File: config.mk
export PLATFORM = sky130hd
export DESIGN_NAME = mem_arbiter
export DESIGN_NICKNAME = d
export VERILOG_FILES = /design/src/rtl/mem_arbiter.sv
export SDC_FILE = /design/constraint.sdc
export NUM_CORES = 2
export LEC_CHECK = 0
export ABC_AREA = 1
export BUFFER_PORTS_ARGS = -buffer_cell sky130_fd_sc_hd__buf_2
export CAP_MARGIN = 10
export CORE_AREA = 8 8 540 542
export CTS_CLUSTER_DIAMETER = 100
export DETAILED_ROUTE_END_ITERATION = 8
export DIE_AREA = 0 0 548 550
export PLACE_DENSITY = 0.49
export SLEW_MARGIN = 20
export SYNTH_ARGS = -nofsm -noshare
export SYNTH_HDL_FRONTEND = slang
export SYNTH_SLANG_ARGS = --single-unit
File: constraint.sdc
create_clock -name clk -period 2.71 [get_ports clk]
set_input_delay 0.542 -clock clk [delete_from_list [all_inputs] [get_ports clk]]
set_output_delay 0.542 -clock clk [all_outputs]
set_load 0.1 [all_outputs]
File: src/rtl/mem_arbiter.sv
// mem_arbiter: arbitrates I-cache line fills and D-cache line fills / write-throughs
// onto a single 64-bit system bus. Reads assemble BLOCKSZ/WIDTH beats into one line;
// writes are single-beat. Completion is signalled with a one-cycle valid pulse.
module mem_arbiter #(
  parameter int BLOCKSZ     = 512,
  parameter int WIDTH       = 64,
  parameter int ADDRESSSIZE = 64
) (
  input  logic                   clk,
  input  logic                   rst,
  input  logic                   i_req,
  input  logic [ADDRESSSIZE-1:0] i_addr,
  output logic [BLOCKSZ-1:0]     i_data_out,
  output logic                   i_data_valid,
  input  logic                   d_req,
  input  logic                   d_wr_en,
  input  logic [ADDRESSSIZE-1:0] d_addr,
  input  logic [WIDTH-1:0]       d_wdata,
  output logic [BLOCKSZ-1:0]     d_data_out,
  output logic                   d_data_valid,
  output logic                   bus_req,
  input  logic                   bus_req_ack,
  output logic                   bus_wr,
  output logic [ADDRESSSIZE-1:0] bus_addr,
  output logic [WIDTH-1:0]       bus_wdata,
  input  logic [WIDTH-1:0]       bus_resp,
  input  logic                   bus_resp_valid
);

  localparam int NBEATS = BLOCKSZ / WIDTH;
  localparam int CNTW   = $clog2(NBEATS);
  localparam int WW     = $clog2(WIDTH);
  localparam logic [CNTW-1:0]        LAST_BEAT = CNTW'(NBEATS - 1);
  localparam logic [ADDRESSSIZE-1:0] LINE_MASK = ~ADDRESSSIZE'(BLOCKSZ / 8 - 1);

  localparam logic [1:0] ST_IDLE  = 2'd0;
  localparam logic [1:0] ST_ISSUE = 2'd1;
  localparam logic [1:0] ST_BEATS = 2'd2;
  localparam logic [1:0] ST_DONE  = 2'd3;

  localparam logic PORT_I = 1'b0;
  localparam logic PORT_D = 1'b1;

  logic [1:0]             state_q, state_d;
  logic                   owner_q, owner_d;
  logic                   last_grant_q, last_grant_d;
  logic [CNTW-1:0]        cnt_q, cnt_d;
  logic [BLOCKSZ-1:0]     line_q, line_d;
  logic                   i_pend_q, i_pend_d;
  logic [ADDRESSSIZE-1:0] i_addr_q, i_addr_d;
  logic                   d_pend_q, d_pend_d;
  logic                   d_wr_q, d_wr_d;
  logic [ADDRESSSIZE-1:0] d_addr_q, d_addr_d;
  logic [WIDTH-1:0]       d_wdata_q, d_wdata_d;
  logic [BLOCKSZ-1:0]     i_data_q, i_data_d;
  logic [BLOCKSZ-1:0]     d_data_q, d_data_d;
  logic                   i_valid_q, i_valid_d;
  logic                   d_valid_q, d_valid_d;
  logic                   bus_req_q, bus_req_d;
  logic                   bus_wr_q, bus_wr_d;
  logic [ADDRESSSIZE-1:0] bus_addr_q, bus_addr_d;
  logic [WIDTH-1:0]       bus_wdata_q, bus_wdata_d;

  // Capture / grant helpers. A port's pending flag is being cleared in DONE, so a
  // request arriving that same cycle must still be taken rather than dropped.
  logic                   i_clear_s, i_take_s, i_eff_s;
  logic                   d_clear_s, d_take_s, d_eff_s;
  logic [ADDRESSSIZE-1:0] i_eff_addr_s, d_eff_addr_s, gnt_addr_s;
  logic                   d_eff_wr_s, gnt_wr_s, gnt_port_s, gnt_valid_s;
  logic [WIDTH-1:0]       d_eff_wdata_s, gnt_wdata_s;
  logic [BLOCKSZ-1:0]     beat_line_s;
  logic [CNTW+WW-1:0]     beat_base_s;

  // Effective request view (latched or same-cycle) and round-robin grant selection.
  always_comb begin
    i_clear_s     = (state_q == ST_DONE) && (owner_q == PORT_I);
    d_clear_s     = (state_q == ST_DONE) && (owner_q == PORT_D);
    i_take_s      = i_req && (!i_pend_q || i_clear_s);
    d_take_s      = d_req && (!d_pend_q || d_clear_s);
    i_eff_s       = i_pend_q || i_req;
    d_eff_s       = d_pend_q || d_req;
    i_eff_addr_s  = i_take_s ? i_addr  : i_addr_q;
    d_eff_addr_s  = d_take_s ? d_addr  : d_addr_q;
    d_eff_wr_s    = d_take_s ? d_wr_en : d_wr_q;
    d_eff_wdata_s = d_take_s ? d_wdata : d_wdata_q;
    gnt_valid_s   = (state_q == ST_IDLE) && (i_eff_s || d_eff_s);
    if (i_eff_s && d_eff_s) begin
      gnt_port_s = ~last_grant_q;
    end else if (d_eff_s) begin
      gnt_port_s = PORT_D;
    end else begin
      gnt_port_s = PORT_I;
    end
    if (gnt_port_s == PORT_D) begin
      gnt_addr_s  = d_eff_addr_s;
      gnt_wr_s    = d_eff_wr_s;
      gnt_wdata_s = d_eff_wr_s ? d_eff_wdata_s : {WIDTH{1'b0}};
    end else begin
      gnt_addr_s  = i_eff_addr_s;
      gnt_wr_s    = 1'b0;
      gnt_wdata_s = {WIDTH{1'b0}};
    end
    beat_base_s = {cnt_q, {WW{1'b0}}};
    beat_line_s = line_q;
    beat_line_s[beat_base_s +: WIDTH] = bus_resp;
  end

  // Pending-flag and request-latch next state for both requesters.
  always_comb begin
    i_addr_d  = i_addr_q;
    d_wr_d    = d_wr_q;
    d_addr_d  = d_addr_q;
    d_wdata_d = d_wdata_q;
    if (i_take_s) begin
      i_pend_d = 1'b1;
      i_addr_d = i_addr;
    end else if (i_clear_s) begin
      i_pend_d = 1'b0;
    end else begin
      i_pend_d = i_pend_q;
    end
    if (d_take_s) begin
      d_pend_d  = 1'b1;
      d_wr_d    = d_wr_en;
      d_addr_d  = d_addr;
      d_wdata_d = d_wdata;
    end else if (d_clear_s) begin
      d_pend_d = 1'b0;
    end else begin
      d_pend_d = d_pend_q;
    end
  end

  // Transaction FSM: grant, bus handshake, beat assembly and completion pulse.
  always_comb begin
    state_d      = state_q;
    owner_d      = owner_q;
    last_grant_d = last_grant_q;
    cnt_d        = cnt_q;
    line_d       = line_q;
    bus_req_d    = bus_req_q;
    bus_wr_d     = bus_wr_q;
    bus_addr_d   = bus_addr_q;
    bus_wdata_d  = bus_wdata_q;
    i_data_d     = i_data_q;
    d_data_d     = d_data_q;
    i_valid_d    = 1'b0;
    d_valid_d    = 1'b0;
    case (state_q)
      ST_IDLE: begin
        if (gnt_valid_s) begin
          state_d      = ST_ISSUE;
          owner_d      = gnt_port_s;
          last_grant_d = gnt_port_s;
          bus_req_d    = 1'b1;
          bus_wr_d     = gnt_wr_s;
          bus_addr_d   = gnt_wr_s ? gnt_addr_s : (gnt_addr_s & LINE_MASK);
          bus_wdata_d  = gnt_wdata_s;
        end else begin
          state_d = ST_IDLE;
        end
      end
      ST_ISSUE: begin
        if (bus_req_ack) begin
          bus_req_d = 1'b0;
          cnt_d     = {CNTW{1'b0}};
          if (bus_wr_q) begin
            state_d   = ST_DONE;
            d_valid_d = 1'b1;
          end else begin
            state_d = ST_BEATS;
          end
        end else begin
          bus_req_d = 1'b1;
        end
      end
      ST_BEATS: begin
        if (bus_resp_valid) begin
          line_d = beat_line_s;
          if (cnt_q == LAST_BEAT) begin
            cnt_d   = {CNTW{1'b0}};
            state_d = ST_DONE;
            if (owner_q == PORT_I) begin
              i_data_d  = beat_line_s;
              i_valid_d = 1'b1;
            end else begin
              d_data_d  = beat_line_s;
              d_valid_d = 1'b1;
            end
          end else begin
            cnt_d = cnt_q + 1'b1;
          end
        end else begin
          state_d = ST_BEATS;
        end
      end
      ST_DONE: begin
        state_d = ST_IDLE;
        cnt_d   = {CNTW{1'b0}};
      end
      default: begin
        state_d = ST_IDLE;
      end
    endcase
  end

  // State registers with synchronous active-low reset; reset aborts any transaction.
  always_ff @(posedge clk) begin
    if (!rst) begin
      state_q      <= ST_IDLE;
      owner_q      <= PORT_I;
      last_grant_q <= PORT_I;
      cnt_q        <= {CNTW{1'b0}};
      line_q       <= {BLOCKSZ{1'b0}};
      i_pend_q     <= 1'b0;
      i_addr_q     <= {ADDRESSSIZE{1'b0}};
      d_pend_q     <= 1'b0;
      d_wr_q       <= 1'b0;
      d_addr_q     <= {ADDRESSSIZE{1'b0}};
      d_wdata_q    <= {WIDTH{1'b0}};
      i_data_q     <= {BLOCKSZ{1'b0}};
      d_data_q     <= {BLOCKSZ{1'b0}};
      i_valid_q    <= 1'b0;
      d_valid_q    <= 1'b0;
      bus_req_q    <= 1'b0;
      bus_wr_q     <= 1'b0;
      bus_addr_q   <= {ADDRESSSIZE{1'b0}};
      bus_wdata_q  <= {WIDTH{1'b0}};
    end else begin
      state_q      <= state_d;
      owner_q      <= owner_d;
      last_grant_q <= last_grant_d;
      cnt_q        <= cnt_d;
      line_q       <= line_d;
      i_pend_q     <= i_pend_d;
      i_addr_q     <= i_addr_d;
      d_pend_q     <= d_pend_d;
      d_wr_q       <= d_wr_d;
      d_addr_q     <= d_addr_d;
      d_wdata_q    <= d_wdata_d;
      i_data_q     <= i_data_d;
      d_data_q     <= d_data_d;
      i_valid_q    <= i_valid_d;
      d_valid_q    <= d_valid_d;
      bus_req_q    <= bus_req_d;
      bus_wr_q     <= bus_wr_d;
      bus_addr_q   <= bus_addr_d;
      bus_wdata_q  <= bus_wdata_d;
    end
  end

  assign i_data_out   = i_data_q;
  assign i_data_valid = i_valid_q;
  assign d_data_out   = d_data_q;
  assign d_data_valid = d_valid_q;
  assign bus_req      = bus_req_q;
  assign bus_wr       = bus_wr_q;
  assign bus_addr     = bus_addr_q;
  assign bus_wdata    = bus_wdata_q;

endmodule
# After elaboration in Yosys (flattened, before gate mapping)
# Index checks and enable logic that the tools add are counted.
# op_classes
n_lt_le_gt_ge	0
n_reduce_logical	26
n_div	0
shifts	2
n_mul	0
muxes	36
add_sub_neg	2
n_eq_ne	8
bitwise	1
# op_table
cell	n
512-bit bitwise mux	1
64-bit by 11-bit variable shift with 512-bit output (first input constant)	1
64-bit by 11-bit indexed part select with 512-bit output	1
64-bit two-way mux	6
1-bit two-way mux	18
4-bit AND reduction	3
9-bit negation with 11-bit output	1
3-bit two-way mux	3
3-bit case mux with 3 select lines	1
2-bit case mux with 4 select lines	1
2-bit AND reduction	4
1-bit logical AND	6
2-bit two-way mux	3
6-bit two-way mux	1
2-bit != test (second input constant)	3
2-bit nonzero test	3
1-bit logical OR	5
2-bit equality test (second input constant)	2
1-bit case mux with 2 select lines	2
3-bit by 1-bit adder with 3-bit output (second input constant)	1
3-bit equality test (second input constant)	1
3-bit != test (second input constant)	1
3-bit AND reduction	1
3-bit nonzero test	1
4 further kinds	5
# totals
ramBits	0
latchBits	0
n_memories	0
rom_bits	0
regBits	1869
out_inout_bits	1156

# Longest topological paths before layout
# depth
ltp_word	7
ltp_mapped	13

# Least setup slack after synthesis
# No wires, ideal clock.
# synth_timing
kind	register -> register
start	register cnt_q[0]
end	register i_data_q[33], in the netlist i_data_out[33]
slack_ns	0.489
n_path_buf	3
period_less_slack_ns	2.221
arrival_ns	2.105
stages_incl_launch_ff	13
required_time_ns	2.595
path_cell_list	dfxtp_1 -> inv_2 -> ha_1 -> ha_1 -> buf_2 -> nor2_1 -> nand2_1 -> buf_2 -> buf_6 -> nand2_1 -> nand2_1 -> o21ai_0 -> inv_1
# synth_via
elab_chain_cells	3
# synth_rtl
item	line_no	text
start: declaration	47	logic [CNTW-1:0] cnt_q, cnt_d;
start signal: assignment	213	cnt_q <= {CNTW{1'b0}};
start signal: assignment	233	cnt_q <= cnt_d;
9-bit negation with 11-bit output	105	beat_line_s[beat_base_s +: WIDTH] = bus_resp;
64-bit by 11-bit indexed part select with 512-bit output or 64-bit by 11-bit variable shift with 512-bit output (tied branches)	105	
512-bit bitwise mux	105	
end signal: assignment	221	i_data_q <= {BLOCKSZ{1'b0}};
end signal: assignment	241	i_data_q <= i_data_d;
end: declaration	55	logic [BLOCKSZ-1:0] i_data_q, i_data_d;
# Several ways; a longest one is shown, not always the timed one.
# A chain may end at the register's enable or synchronous reset.

# Worst setup path after layout
# layout_timing
start	register cnt_q[1]
end	register i_data_q[236], in the netlist i_data_out[236]
# Same word-level chain as after synthesis.

==> flow_summary.toml <==
[worst_setup_path]
cp_slowest_cell = "sky130_fd_sc_hd__a21oi_1"
worst-r2r-cell-count = 9
worstPathArrival_ns = 3.32
slowest_delay_ns = 0.43
worstSetupEndpointType = "flip-flop"
timing_worst_setup_path_type = "reg2reg"
critical_path_required_ns = 3.45
launch_point_of_the_critical_path = "cnt_q[1]$_SDFFE_PN0P_"
worst-path-max-fanout = 55
timing.rr.start = "cnt_q[1]$_SDFFE_PN0P_"
critical_path.reg2reg.endpoint = "i_data_out[236]$_SDFFE_PN0P_"
cp_cell_sequence = "inv_1 -> ha_1 -> ha_1 -> nor2_2 -> buf_4 -> nand3_4 -> buf_12 -> a21oi_1 -> a21oi_1"
worst_setup_path_start_kind = "flip-flop"
ff2ff_setup_slack_ns = 0.13

[timing]
worst-slew-pin-transition_ns = 0.9811
timing.hold.ws_ns = 0.06138
setup_repair_after_global_routing_missed_its_margin = "no"
final.setup.tns_ns = 0
fmax_mhz = 387.2
min_period_over_period = 0.9529
report.final.hold_viol_count = 0
relSlewSlack = 0.3459
skew_ns = 0.06211
period_minus_slack_ns = 2.582
final_max_slew_viol_count = 0
setup_viol_count_final = 0

[floorplan]
start_util = 0.2595
fp.dieW_um = 548
floorplan.rows = 196
dieHeight_um = 550
core_region_area_um2 = 283200
die_area_um2 = 301400
total_i_o_pin_count = 1419

[power_and_ir_drop]
switching_fraction = 0.3411
power.leakage_nw = 46.36
total_power_w = 0.07718
power-per-cell-area_nw_per_um2 = 806.7
p_int_w = 0.05085
worst_ir_drop_vdd_v = 0.0005770
portion_of_total_power_attributed_to_the_clock_network = 0.385
p_switching_w = 0.02633
seq_power_share = 0.396
power.combinational.fraction = 0.219

[worst_hold_path]
worst_hold_path.num_cells = 3
holdCritPathClass = "in2reg"
start_point_of_the_worst_hold_path = "d_wdata[40]"
min_to = "d_wdata_q[40]$_SDFF_PN0_"

[final_layout]
number_of_nets_at_the_end_of_the_flow = 11960
finish.cell_count_without_fillers = 15650
layout.cells.most_common = "sky130_fd_sc_hd__dfxtp_1"
layout.cells.most_common_list = "1862 x sky130_fd_sc_hd__dfxtp_1, 1810 x sky130_fd_sc_hd__nor2_1, 1706 x sky130_fd_sc_hd__nand2_1, 1411 x sky130_fd_sc_hd__buf_2, 1042 x sky130_fd_sc_hd__a21oi_1"
final_core_utilization = 0.3378
fraction_of_final_layout_cells_sized_beyond_drive_strength_1 = 0.1858
area_growth_pct = 30.15

[cts]
clock_root_buffer_master = "sky130_fd_sc_hd__clkbuf_16"
htree_num_levels = 4
cts_sinks = 1863
tritoncts = "done"
cts_made_buffers = 217
cts.reportedPaths.clkPinSlew_ns = 0.06
cts.path.max_buffers = 4
clkLatencyLatePin_ns = 0.91
cts_post_setup_buffers_inserted = 0

[logic_synthesis]
synth_seq_cells = 1863
synth.cell_area_um2 = 73510
netlist-cell-type-count = 25
synthCells = 10260
syn_avg_cell_area_um2 = 7.164
synth_sequential_area_ratio = 0.5074
syn_nets = 10530
synth_warnings = 0

[route]
detailedRoute.firstPassIterationCount = 8
detail_route.iter0.violations = 6008
postRouteAntennaNets = 0
route.detailed.vias_per_inst = 4.606
drc_errors = 0
drt-wirelength-per-cell_um = 23.23
detailroute.via_count = 72080
drt_wl_total_um = 363500

[global_route]
grt_pass1_vias = 67380
antenna_found_initial = 39
grt-ovfl-total = 0
grt_pass1_wl_um = 506100
grt_max_degree = 154
grt_usage = 0.2280

[placement]
placed_instance_count = 15080
routabilityCongestion = 0.8701
buffer_ports.inserted = 1412
hpwl_um = 269900

[run_status]
run_status = "completed"

[job]
max_cap_viol_count = 0
## timing repair
action                                  CTS  global route
endpoints found under the setup margin    0            25
hold buffers                            156             0
hold endpoints to repair                211             0
gates resized for setup                   0            12
## worst max-delay path by stage
stage	end	slack, ns	depth (start not counted)
floorplan	i_data_out[33]$_SDFFE_PN0P_	0.49	12
global placement	d_data_out[208]$_SDFFE_PN0P_	0.07	9
detailed placement	d_data_out[321]$_SDFFE_PN0P_	0.05	10
CTS	i_data_out[366]$_SDFFE_PN0P_	0.04	9
global route	i_data_out[110]$_SDFFE_PN0P_	0.001	11
finish	i_data_out[236]$_SDFFE_PN0P_	0.13	9
## logic make-up (layout without fill, tap and decap cells)
kind of cell,after synthesis,count (layout),share of synthesized area
AND/OR/NAND/NOR,4585,4585,0.2534
adder cells (fa/ha/maj),9,9,0.001532
buffers and inverters,1667,3271,0.09198
other,0,21,0
AO/OA/AOI/OAI,2137,2137,0.1457
flip-flops,1863,1863,0.5074
## final cells by class
| cell class | count | area (um^2) |
|---|---|---|
| Antenna cell | 21 | 52.55 |
| Clock buffer | 313 | 6211 |
| Inverter | 902 | 3411 |
| Sequential cell | 1863 | 37300 |
| Tap cell | 3762 | 4707 |
| Fill cell | 30490 | 187600 |
| Clock inverter | 79 | 932.1 |
| Multi-Input combinational cell | 6731 | 29650 |
| Timing Repair Buffer | 1977 | 13410 |
## state kept, by name, summed over array words and instances, names as in the netlist, 2 cells and up
register    count
bus_wdata      64
bus_addr       64
cnt_q           3
d_addr_q       64
line_q        512
i_data_out    512
d_data_out    512
state_q         2
d_wdata_q      64
i_addr_q       58
## cell usage after synthesis, drive strengths merged
cell / count / area share
a21oi: 1050 / 0.071
a22oi: 1 / 0.00010
a31oi: 5 / 0.00043
and3: 1 / 0.000085
buf: 406 / 0.028
clkbuf: 359 / 0.018
clkinv: 2 / 0.00010
dfxtp: 1863 / 0.51
ha: 9 / 0.0015
inv: 900 / 0.046
nand2: 1713 / 0.087
nand3: 988 / 0.067
nand4: 64 / 0.0054
nor2: 1817 / 0.093
nor3: 2 / 0.00036
o21ai: 1078 / 0.073
o21bai: 1 / 0.00010
o22ai: 2 / 0.00017
## through the flow
step	cell area [um^2]	worst slack [ns]
5_1_grt	95630	0.001146
2_1_floorplan	73510	0.4893
6_report	95670	0.1276
4_1_cts	95590	0.04250
3_3_place_gp	86890	0.06725
3_5_place_dp	86890	0.05298
## power by group through the flow
| stage | Clock (W) | Sequential (W) | Combinational [W] |
|---|---|---|---|
| global placement | 0 | 0.0311 | 0.0168 |
| floorplan | 0 | 0.0331 | 0.00824 |
| CTS | 0.0305 | 0.0305 | 0.0171 |
| global route | 0.0316 | 0.0308 | 0.0184 |
| finish | 0.0297 | 0.0306 | 0.0169 |
| detailed placement | 0 | 0.0311 | 0.0169 |
## worst max-delay path, delay by kind of cell (launching register included)
kind / cells / cell delay (ns)
compound gates: 2 / 0.57
buf+inv: 3 / 0.55
simple gates: 2 / 0.48
fa+ha+maj: 2 / 0.43
flops: 1 / 0.35
## metal layers
metal / GRT usage / vias to the layer above / wire length, um
li1: - / 35760 / -
met1: 0.2751 / 33430 / 148800
met2: 0.3747 / 2366 / 165500
met3: 0.06872 / 530 / 30220
met4: 0.1018 / 0 / 18890
met5: 0 / - / 0
Note: power is estimated with default switching activity, not from simulation.
